$ cat config.mk
export PLATFORM = sky130hd
export DESIGN_NAME = mem_arbiter
export DESIGN_NICKNAME = d
export VERILOG_FILES = /design/src/rtl/mem_arbiter.sv
export SDC_FILE = /design/constraint.sdc
export NUM_CORES = 1
export LEC_CHECK = 0
export CORE_MARGIN = 2
export CORE_UTILIZATION = 40
export CTS_CLUSTER_DIAMETER = 100
export DETAILED_ROUTE_END_ITERATION = 7
export PLACE_DENSITY = 0.75
export REMOVE_ABC_BUFFERS = 1
export SYNTH_ARGS = -nofsm -noshare
export SYNTH_HDL_FRONTEND = slang
export SYNTH_SLANG_ARGS = --single-unit
$ cat constraint.sdc
create_clock -name clock -period 1.8 [get_ports clock]
set_input_delay 0.27 -clock clock [delete_from_list [all_inputs] [get_ports clock]]
set_output_delay 0.27 -clock clock [all_outputs]
set_load 0.05 [all_outputs]
$ cat src/rtl/mem_arbiter.sv
// mem_arbiter: merges the ifu and lsu request/response channels onto one memory port.
// Ports: clock/reset (async active-low).
// Fetch channel: ifu_reqValid/ifu_addr in, ifu_respValid/ifu_rdata out.
// Load/store channel: lsu_reqValid/addr/size/wen/wdata/wmask in, lsu_respValid/lsu_rdata out.
// Memory side: mem_reqValid/addr/size/wen/wdata/wmask out, mem_reqReady in,
// mem_respValid/mem_rdata in.
module mem_arbiter #(
  parameter int ADDR_W = 32,
  parameter int DATA_W = 32
) (
  input  logic                clock,
  input  logic                reset,
  input  logic                ifu_reqValid,
  input  logic [ADDR_W-1:0]   ifu_addr,
  output logic                ifu_respValid,
  output logic [DATA_W-1:0]   ifu_rdata,
  input  logic                lsu_reqValid,
  input  logic [ADDR_W-1:0]   lsu_addr,
  input  logic [1:0]          lsu_size,
  input  logic                lsu_wen,
  input  logic [DATA_W-1:0]   lsu_wdata,
  input  logic [DATA_W/8-1:0] lsu_wmask,
  output logic                lsu_respValid,
  output logic [DATA_W-1:0]   lsu_rdata,
  output logic                mem_reqValid,
  input  logic                mem_reqReady,
  output logic [ADDR_W-1:0]   mem_addr,
  output logic [1:0]          mem_size,
  output logic                mem_wen,
  output logic [DATA_W-1:0]   mem_wdata,
  output logic [DATA_W/8-1:0] mem_wmask,
  input  logic                mem_respValid,
  input  logic [DATA_W-1:0]   mem_rdata
);
  typedef enum logic [1:0] {IDLE, REQ, WAIT} state_t;
  state_t state, state_nxt;
  // owner / last_grant encoding: 0 = ifu, 1 = lsu
  logic pend_ifu, pend_lsu, owner, last_grant;
  logic [ADDR_W-1:0]   ifu_addr_q, lsu_addr_q;
  logic [1:0]          lsu_size_q;
  logic                lsu_wen_q;
  logic [DATA_W-1:0]   lsu_wdata_q;
  logic [DATA_W/8-1:0] lsu_wmask_q;
  logic grant, win_lsu, cap_ifu, cap_lsu, resp;
  // lsu wins a tie only when ifu had the previous grant
  assign win_lsu = pend_lsu && (!pend_ifu || !last_grant);
  assign grant   = (state == IDLE) && (pend_ifu || pend_lsu);
  // a channel that already owns the bus or has a pending entry drops new pulses
  assign cap_ifu = ifu_reqValid && !pend_ifu && !((state != IDLE) && !owner);
  assign cap_lsu = lsu_reqValid && !pend_lsu && !((state != IDLE) && owner);
  assign resp    = (state == WAIT) && mem_respValid;
  always_ff @(posedge clock or negedge reset)
    if (!reset) state <= IDLE;
    else        state <= state_nxt;
  always_comb
    state_nxt = (state == IDLE) ? (grant ? REQ : IDLE) :
                (state == REQ)  ? (mem_reqReady ? WAIT : REQ) :
                                  (mem_respValid ? IDLE : WAIT);
  always_comb mem_reqValid = (state == REQ);
  always_ff @(posedge clock or negedge reset)
    if (!reset) begin
      pend_ifu      <= 1'b0;
      pend_lsu      <= 1'b0;
      owner         <= 1'b0;
      last_grant    <= 1'b0;
      ifu_addr_q    <= '0;
      lsu_addr_q    <= '0;
      lsu_size_q    <= '0;
      lsu_wen_q     <= 1'b0;
      lsu_wdata_q   <= '0;
      lsu_wmask_q   <= '0;
      mem_addr      <= '0;
      mem_size      <= '0;
      mem_wen       <= 1'b0;
      mem_wdata     <= '0;
      mem_wmask     <= '0;
      ifu_respValid <= 1'b0;
      lsu_respValid <= 1'b0;
      ifu_rdata     <= '0;
      lsu_rdata     <= '0;
    end else begin
      pend_ifu <= cap_ifu ? 1'b1 : (grant && !win_lsu) ? 1'b0 : pend_ifu;
      pend_lsu <= cap_lsu ? 1'b1 : (grant && win_lsu) ? 1'b0 : pend_lsu;
      if (cap_ifu) ifu_addr_q <= ifu_addr;
      if (cap_lsu) begin
        lsu_addr_q  <= lsu_addr;
        lsu_size_q  <= lsu_size;
        lsu_wen_q   <= lsu_wen;
        lsu_wdata_q <= lsu_wdata;
        lsu_wmask_q <= lsu_wmask;
      end
      if (grant) begin
        owner      <= win_lsu;
        last_grant <= win_lsu;
        mem_addr   <= win_lsu ? lsu_addr_q : ifu_addr_q;
        mem_size   <= win_lsu ? lsu_size_q : 2'd2;
        mem_wen    <= win_lsu && lsu_wen_q;
        mem_wdata  <= win_lsu ? lsu_wdata_q : '0;
        mem_wmask  <= win_lsu ? lsu_wmask_q : '0;
      end
      ifu_respValid <= resp && !owner;
      lsu_respValid <= resp && owner;
      if (resp && !owner) ifu_rdata <= mem_rdata;
      if (resp && owner)  lsu_rdata <= mem_rdata;
    end
endmodule

[Yosys cells after proc, flatten, opt, wreduce, memory -nomap -nowiden]
Index checks and enable logic that the tools add are counted.
Storage, ports and cells
  flip-flop bits (word level): 245
  input bits: 141
Cells by class
  eq/ne operators: 2
  multiplexer cells: 13
  reduce and logical (&&, ||, !) cells: 26
Operator list (number)
  $mux W32: 2
  $logic_and A1 B1 Y1: 14
  $mux W2: 5
  $logic_not A1 Y1: 6
  $reduce_bool A2 Y1: 3
  $mux W1: 5
  $mux W4: 1
  $eq A2 B1 Y1 const B: 1
  $eq A2 B2 Y1 const B: 1
  $logic_not A2 Y1: 1
  $logic_or A1 B1 Y1: 2

[Logic depth before layout (Yosys ltp)]
  word-level depth: 7
  depth in mapped cells: 6
  gate-level depth less buffers: 3

[Worst setup path after synthesis]
Ideal clock, no wire load.
  kind: register to register
  start: register state[0]
  end: register lsu_addr_q[10]
  setup time: 0.125 ns
  data arrival time: 1.608 ns
  required time: 1.675 ns
  setup slack: 0.067 ns
  stages on the path, launching flop included: 6
  path through: dfrtp_1 > or2_1 > buf_2 > a21oi_4 > buf_4 > mux2_2
Between the ends
  longest elaborated chain between the ends: 4
RTL lines
  start: declaration: line 36  | state_t state, state_nxt;
  start signal: assignment: line 54  | else state <= state_nxt;
  $reduce_bool A2 Y1: line 50  | assign cap_lsu = lsu_reqValid && !pend_lsu && !((state != IDLE) && owner);
  $logic_and A1 B1 Y1: line 50
  $logic_not A1 Y1: line 50
  $logic_and A1 B1 Y1: line 50
  end signal: assignment: line 86  | lsu_addr_q <= lsu_addr;
  end: declaration: line 39  | logic [ADDR_W-1:0] ifu_addr_q, lsu_addr_q;
No other way between the ends.
A chain may end at the register's enable or synchronous reset.

[Worst setup path in the final report]
  start: register state[0]
  end: register lsu_addr_q[16]
The elaborated chain is that of the path after synthesis.

==> impl_metrics.yaml <==
floorplanning:
  ioPinCount: 279
  start_util_pct: 40.96
  die_area_sq_um: 24560
  rows: 55
  die_height_microns: 156.7
  die_w_microns: 156.7
  design.core.area_sq_um: 22780
synthesis:
  synthCells: 616
  yosys-mux-area-fraction_pct: 20.16
  synth_enable_flop_cells: 0
  synth_compound_area_share_pct: 7.738
  yosys_register_bits: 245
  syn_avg_cell_area_sq_um: 15.15
  yosysMostFrequentCell: "dfrtp_1"
  synth_cell_types: 25
  syn_area_sq_um: 9330
  synth_area_leaders: "dfrtp_1, mux2_2, a22o_1"
  ys_seq_area_share_pct: 65.71
  synthTopCellsByCount: "dfrtp_1, mux2_2, a22o_1"
  synthAdderAreaFrac_pct: 0
  synth_top_family_by_area: "multiplexers"
  async_reset_ff_share_pct: 100.0
  synth_top_cell_area_share_pct: 65.71
  yosys.area_share.simple_pct: 3.822
  synthFlopType: "dfrtp_1"
  synth_top_area_cell: "dfrtp_1"
  synth_xor_area_share_pct: 0
  yosys_warnings: 0
setup_path:
  crit_path_end: "lsu_addr_q[16]$_DFFE_PN0P_"
  worst-endpoint-arrival_ns: 2.11
  path_buf_inv: 1
  crit_cells: 4
  worstSetupStartpointType: "register"
  reg2reg_from: "state[0]$_DFF_PN0_"
  crit_family: "flip-flops"
  setup.worst_path.end_class: "register"
  path_max_fanout: 34
  worstSetupPathType: "register to register"
  cp_slowest_cell: "dfrtp_1"
  r2r_cells: 4
  r2r-end: "lsu_addr_q[16]$_DFFE_PN0P_"
  rrSetupSlack_ns: 0.08
  required_ns: 2.19
  cp_cell_sequence: "or2_1 -> a21oi_4 -> buf_12 -> mux2_2"
  cpPeakStageDelay_ns: 0.40
  startpoint: "state[0]$_DFF_PN0_"
placement:
  place.port_buffers: 278
  place_inst: 1189
  dp_slack_ns: -0.04831
  globalplace.congestion: 0.7376
  dpl_cell_area_sq_um: 12560
  hpwl_mm: 15.80
timing:
  whs_ns: 0.2837
  tightest_slew_ns: 0.5127
  post-route-period-util_pct: 95.48
  skew_ns: 0.01086
  timing.fmax_ghz: 0.5818
  fin_setup_tns_ns: 0
  maxSlewViolCount: 0
  relSlewSlack_pct: 65.95
  hold_viol_final: 0
  setup_viol: 0
  finalWorstSetupSlack_ns: 0.08128
  min_period_ns: 1.719
  rsz0062_at_grt: "false"
final_layout:
  fillCellCount: 1860
  postLayoutCoreUtil_pct: 58.80
  insertedDiodeCount: 0
  fin_cells: 1237
  syn2layout_area_growth_pct: 43.56
  layout-drive-gt1-share_pct: 31.60
  fin_area_sq_um: 13390
  fin_nets: 1047
cts:
  numCtsBuffers: 27
  cts.htree.levels: 1
  cts_root_buf: "clkbuf_16"
  clk_pin_slew_worst_paths_ns: 0.05
  cts_sinks: 245
  clk-insertion-delay-late_ns: 0.52
  cts_setup_buffers: 0
  cts_tree: "built"
  cts_buffer_depth: 3
power:
  power_density_nw_per_um2: 2177
  leakage_nw: 6.094
  vdd_ir_drop_max_uv: 1330
  p_total_mw: 29.16
global_routing:
  grt_usage_pct: 19.20
  antenna_found_initial: 0
  gr-total-overflow: 0
  first_global_vias: 6717
  grt_pass1_wl_mm: 37.09
  grt_max_degree: 58
detailed_routing:
  drtPass1Iterations: 4
  drc: 0
  drtIter0Drc: 267
  ant_nets: 0
  vias: 6249
  wl_mm: 23.56
  viasPerCell: 5.052
  routedWlPerCell_microns: 19.04
run:
  cap_viol_max_count: 0
hold_path:
  hold_path.class: "input pin to asynchronous set/reset pin"
outcome:
  outcome: "completed"
==> cells in the final DEF, fill, tap and decap left out, drive strengths merged, types with 2 or more instances in the layout <==
cell type	n
nor2b	2
dfrtp	245
clkdlybuf4s50	139
clkbuf	42
clkinv	2
a21o	2
dlygate4sd2	84
inv	4
bufinv	3
a22o	39
mux2	167
o21ai	4
a221o	32
nand2	35
nand2b	2
nor3	33
buf	81
==> worst min path at each step <==
stage                                        to  startpoint  slack (ns)  depth (start not counted)
finish              lsu_wdata_q[19]$_DFFE_PN0P_       reset        0.28                          2
global placement    lsu_wdata_q[19]$_DFFE_PN0P_       reset        0.24                          1
floorplan             ifu_addr_q[0]$_DFFE_PN0P_       reset       -0.03                          0
global route        lsu_wdata_q[19]$_DFFE_PN0P_       reset        0.32                          2
detailed placement  lsu_wdata_q[19]$_DFFE_PN0P_       reset        0.24                          1
CTS                 lsu_wdata_q[19]$_DFFE_PN0P_       reset        0.28                          2
==> report_power, final <==
part / internal [mW] / switching [mW]
sequential: 8.21 / 1.44
combinational: 5.25 / 8.61
clock: 3.57 / 2.09
==> per-layer routing <==
layer | wire (microns) | vias up | track usage, %
li1 | - | 2828 | -
met1 | 9698 | 3151 | 24.28
met2 | 11560 | 231 | 32.60
met3 | 1795 | 39 | 5.483
met4 | 502 | 0 | 4.675
met5 | 0 | - | 0
==> registers in the layout, summed over array words and instances (netlist names), 4 cells and up <==
name	cells
ifu_addr_q	32
mem_addr	32
lsu_wdata_q	32
lsu_wmask_q	4
mem_wmask	4
lsu_rdata	32
lsu_addr_q	32
ifu_rdata	32
mem_wdata	32
==> area by class of cell <==
class | instances | area [sq um] | area share, %
clock buffers | 42 | 832.0 | 6.212
clock inverters | 5 | 100.1 | 0.7473
inverters | 4 | 15.01 | 0.1121
multi-input cells | 323 | 2997 | 22.37
flip-flops and latches | 245 | 6131 | 45.77
well taps | 313 | 391.6 | 2.924
repair buffers | 305 | 2928 | 21.86
==> kinds of logic after synthesis <==
logic type,Yosys count
simple gates,77
flops,245
buf+inv,48
mux,167
compound gates,79
==> repair_timing <==
action	in CTS	in global routing
resized for setup	84	1
setup endpoints to repair	84	1
hold endpoints to repair	48	0
pin swaps	0	0
hold buffers	1	0
Note: power is estimated with default switching activity, not from simulation.
==> variant, RTL diff (same flow settings) <==
Change the parameter `DATA_W` from 32 to 64.
--- a/src/rtl/mem_arbiter.sv
+++ b/src/rtl/mem_arbiter.sv
@@ -6,7 +6,7 @@
 // mem_respValid/mem_rdata in.
 module mem_arbiter #(
   parameter int ADDR_W = 32,
-  parameter int DATA_W = 32
+  parameter int DATA_W = 64
 ) (
   input  logic                clock,
   input  logic                reset,
Interface: changed (7 resized); port bits go from 279 to 447. No check against the original RTL was run, so the function may have changed too.
==> variant against the unedited design <==
Sequential power is 55% higher. Sequential cell count is 136 higher. Wire length is 64% higher. Cell area is 54% higher. Worst setup slack worse by 7.9 ps. Critical path type unchanged. Total power is 56% higher. Hold slack worse by 34 ps. Count of clock-buffer cells in the layout is 15 higher. Largest power group unchanged. Area after synthesis is 53% higher. Critical path depth is 1 higher.
==> variant: results (changes against the unedited design) <==
| Metric | Value |
|---|---|
| Clock transition at path regs | `60 ps` |
| Detailed Place HPWL | `27.61 mm (+75%)` |
| Mux cell area share after synthesis | `21.07% (+0.92 points)` |
| Met2 WL | `18.87 mm (+63%)` |
| Sequential Power Share | `33.1% (about the same)` |
| Final Instance Count excl. Fillers | `1877 (+52%)` |
| Ys Warns | `0 (unchanged)` |
| Biggest cell delay along the critical path | `370 ps (-30 ps)` |
| Post-place instance area | `19400 um^2 (+54%)` |
| Post-Syn Area per Cell | `15.71 um^2 (+3.7%)` |
| Distinct cells, synth | `25 (unchanged)` |
| I/O Buffers | `446 (+60%)` |
| Total GRT Usage | `20.30% (+1.1 points)` |
| Delay-heaviest family, CP | `flip-flops` |
| Initial antenna violation count | `6 (+6)` |
| Clk_skew | `13.47 ps (+2.616 ps)` |
| Seq/Total Area, Yosys | `66.82% (+1.1 points)` |
| Final net count | `1594 (+52%)` |
| Combinational cell power | `22.0 mW (+58%)` |
| Root buffer cell | `clkbuf_16` |
| Status | `finished clean` |
| Inst Count DP | `1802 (+52%)` |
| Max FO, Critical Path | `20 (-41%)` |
| Async SR Flop Fraction | `100.0% (unchanged)` |
| Final GP Congestion | `0.7794 (+5.7%)` |
| DRT Wirelength | `38.64 mm (+64%)` |
| Proportion of layout cells with a drive suffix above 1 | `34.44% (+2.8 points)` |
| Top cells by count, synth | `dfrtp_1 (381), mux2_2 (248), a22o_1 (75)` |
| Clk_lat worst skew | `510 ps` |
| Worst r2r src | `state[0]$_DFF_PN0_` |
| Crit-path slowest cell | `dfrtp_1` |
| CTS H-tree depth | `2 (+1)` |
| Vias post-DR | `9555 (+53%)` |
| Hold WC Path Type | `primary input to async pin` |
| # fillers | `2830 (+52%)` |
| M1 wire length | `14.65 mm (+51%)` |
| GRT met3 Usage | `6.838% (+1.4 points)` |
| Post-CTS setup buffer count | `0 (unchanged)` |
| GR Util met1 | `24.44% (+0.17 points)` |
| Vias in the first global route | `10100 (+50%)` |
| RR Endpoint | `lsu_wdata_q[53]$_DFFE_PN0P_` |
| R2r worst-path depth | `5 (+1)` |
| Max clock buf depth | `3 (unchanged)` |
| Metal3 WL | `3.750 mm (+110%)` |
| Top cells by area, synth | `dfrtp_1 (67%), mux2_2 (20%), a22o_1 (4.6%), a221o_1 (2.2%), mux2_1 (1.5%)` |
| DR top layer | `met5` |
| Worst slew pin tran | `514.9 ps (+2.198 ps)` |
| GR Layer Usage met2 | `33.48% (+0.88 points)` |
| Peak VDD IR | `1.292 mV (-2.8%)` |
| P_leak | `9.458 nW (+55%)` |
| CTS Buf Count | `41 (+52%)` |
| Post-synthesis compound-gate area fraction | `7.269% (-0.47 points)` |
| DIE WIDTH | `192.9 um (+23%)` |
| Sw frac | `43.03% (+1.4 points)` |
| DR iter-0 viols | `315 (+18%)` |
| First-pass GRT wire length | `58.10 mm (+57%)` |
| Final setup violation count | `0 (unchanged)` |
| Largest net degree at the start of global routing | `73 (+26%)` |
## variant: timing repair
item                                    4_1_cts  5_1_grt
endpoints found under the setup margin      119        1
cloned                                        0        0
pin swaps                                     0        0
hold buffers                                  1        0
endpoints found under the hold margin        36        0
gates resized for setup                     119        1
## variant: stage by stage
stage | total power [mW] | setup TNS, ps | util [%] | setup slack, ps | hold slack [ps]
finish | 45.35 | 0 | 58.33 | 73.39 | 249.8
global route | 47.60 | 0 | 58.32 | 13.07 | 267.1
CTS | 45.79 | 0 | 58.29 | 25.60 | 242.8
detailed placement | 38.21 | -9629 | 54.94 | -133.3 | 206.0
global placement | 37.60 | -5622 | 54.94 | -104.0 | 202.5
floorplan | 29.31 | -881660 | - | -3817 | -25.59
## variant: final cells by class
type / count / area (um^2) / area share (%)
clock inverter: 12 / 166.4 / 0.8080
tap: 461 / 576.8 / 2.801
multi-input combinational: 459 / 4431 / 21.51
timing repair buffer: 498 / 4703 / 22.84
antenna: 5 / 12.51 / 0.06075
clock buffer: 57 / 1156 / 5.614
inverter: 4 / 15.01 / 0.07290
sequential: 381 / 9534 / 46.29
## variant: worst max path at each step
stage                                  end  cells after the start               start  slack, ps
2_1_floorplan     ifu_rdata[0]$_DFFE_PN0P_                      2   owner$_DFFE_PN0P_      -3820
3_3_place_gp     ifu_rdata[27]$_DFFE_PN0P_                      6       mem_respValid       -100
5_1_grt        lsu_wdata_q[63]$_DFFE_PN0P_                      4  state[0]$_DFF_PN0_         10
4_1_cts                       mem_reqValid                      4  state[1]$_DFF_PN0_         30
3_5_place_dp      ifu_rdata[9]$_DFFE_PN0P_                      6       mem_respValid       -130
6_report       lsu_wdata_q[53]$_DFFE_PN0P_                      5  state[0]$_DFF_PN0_         70
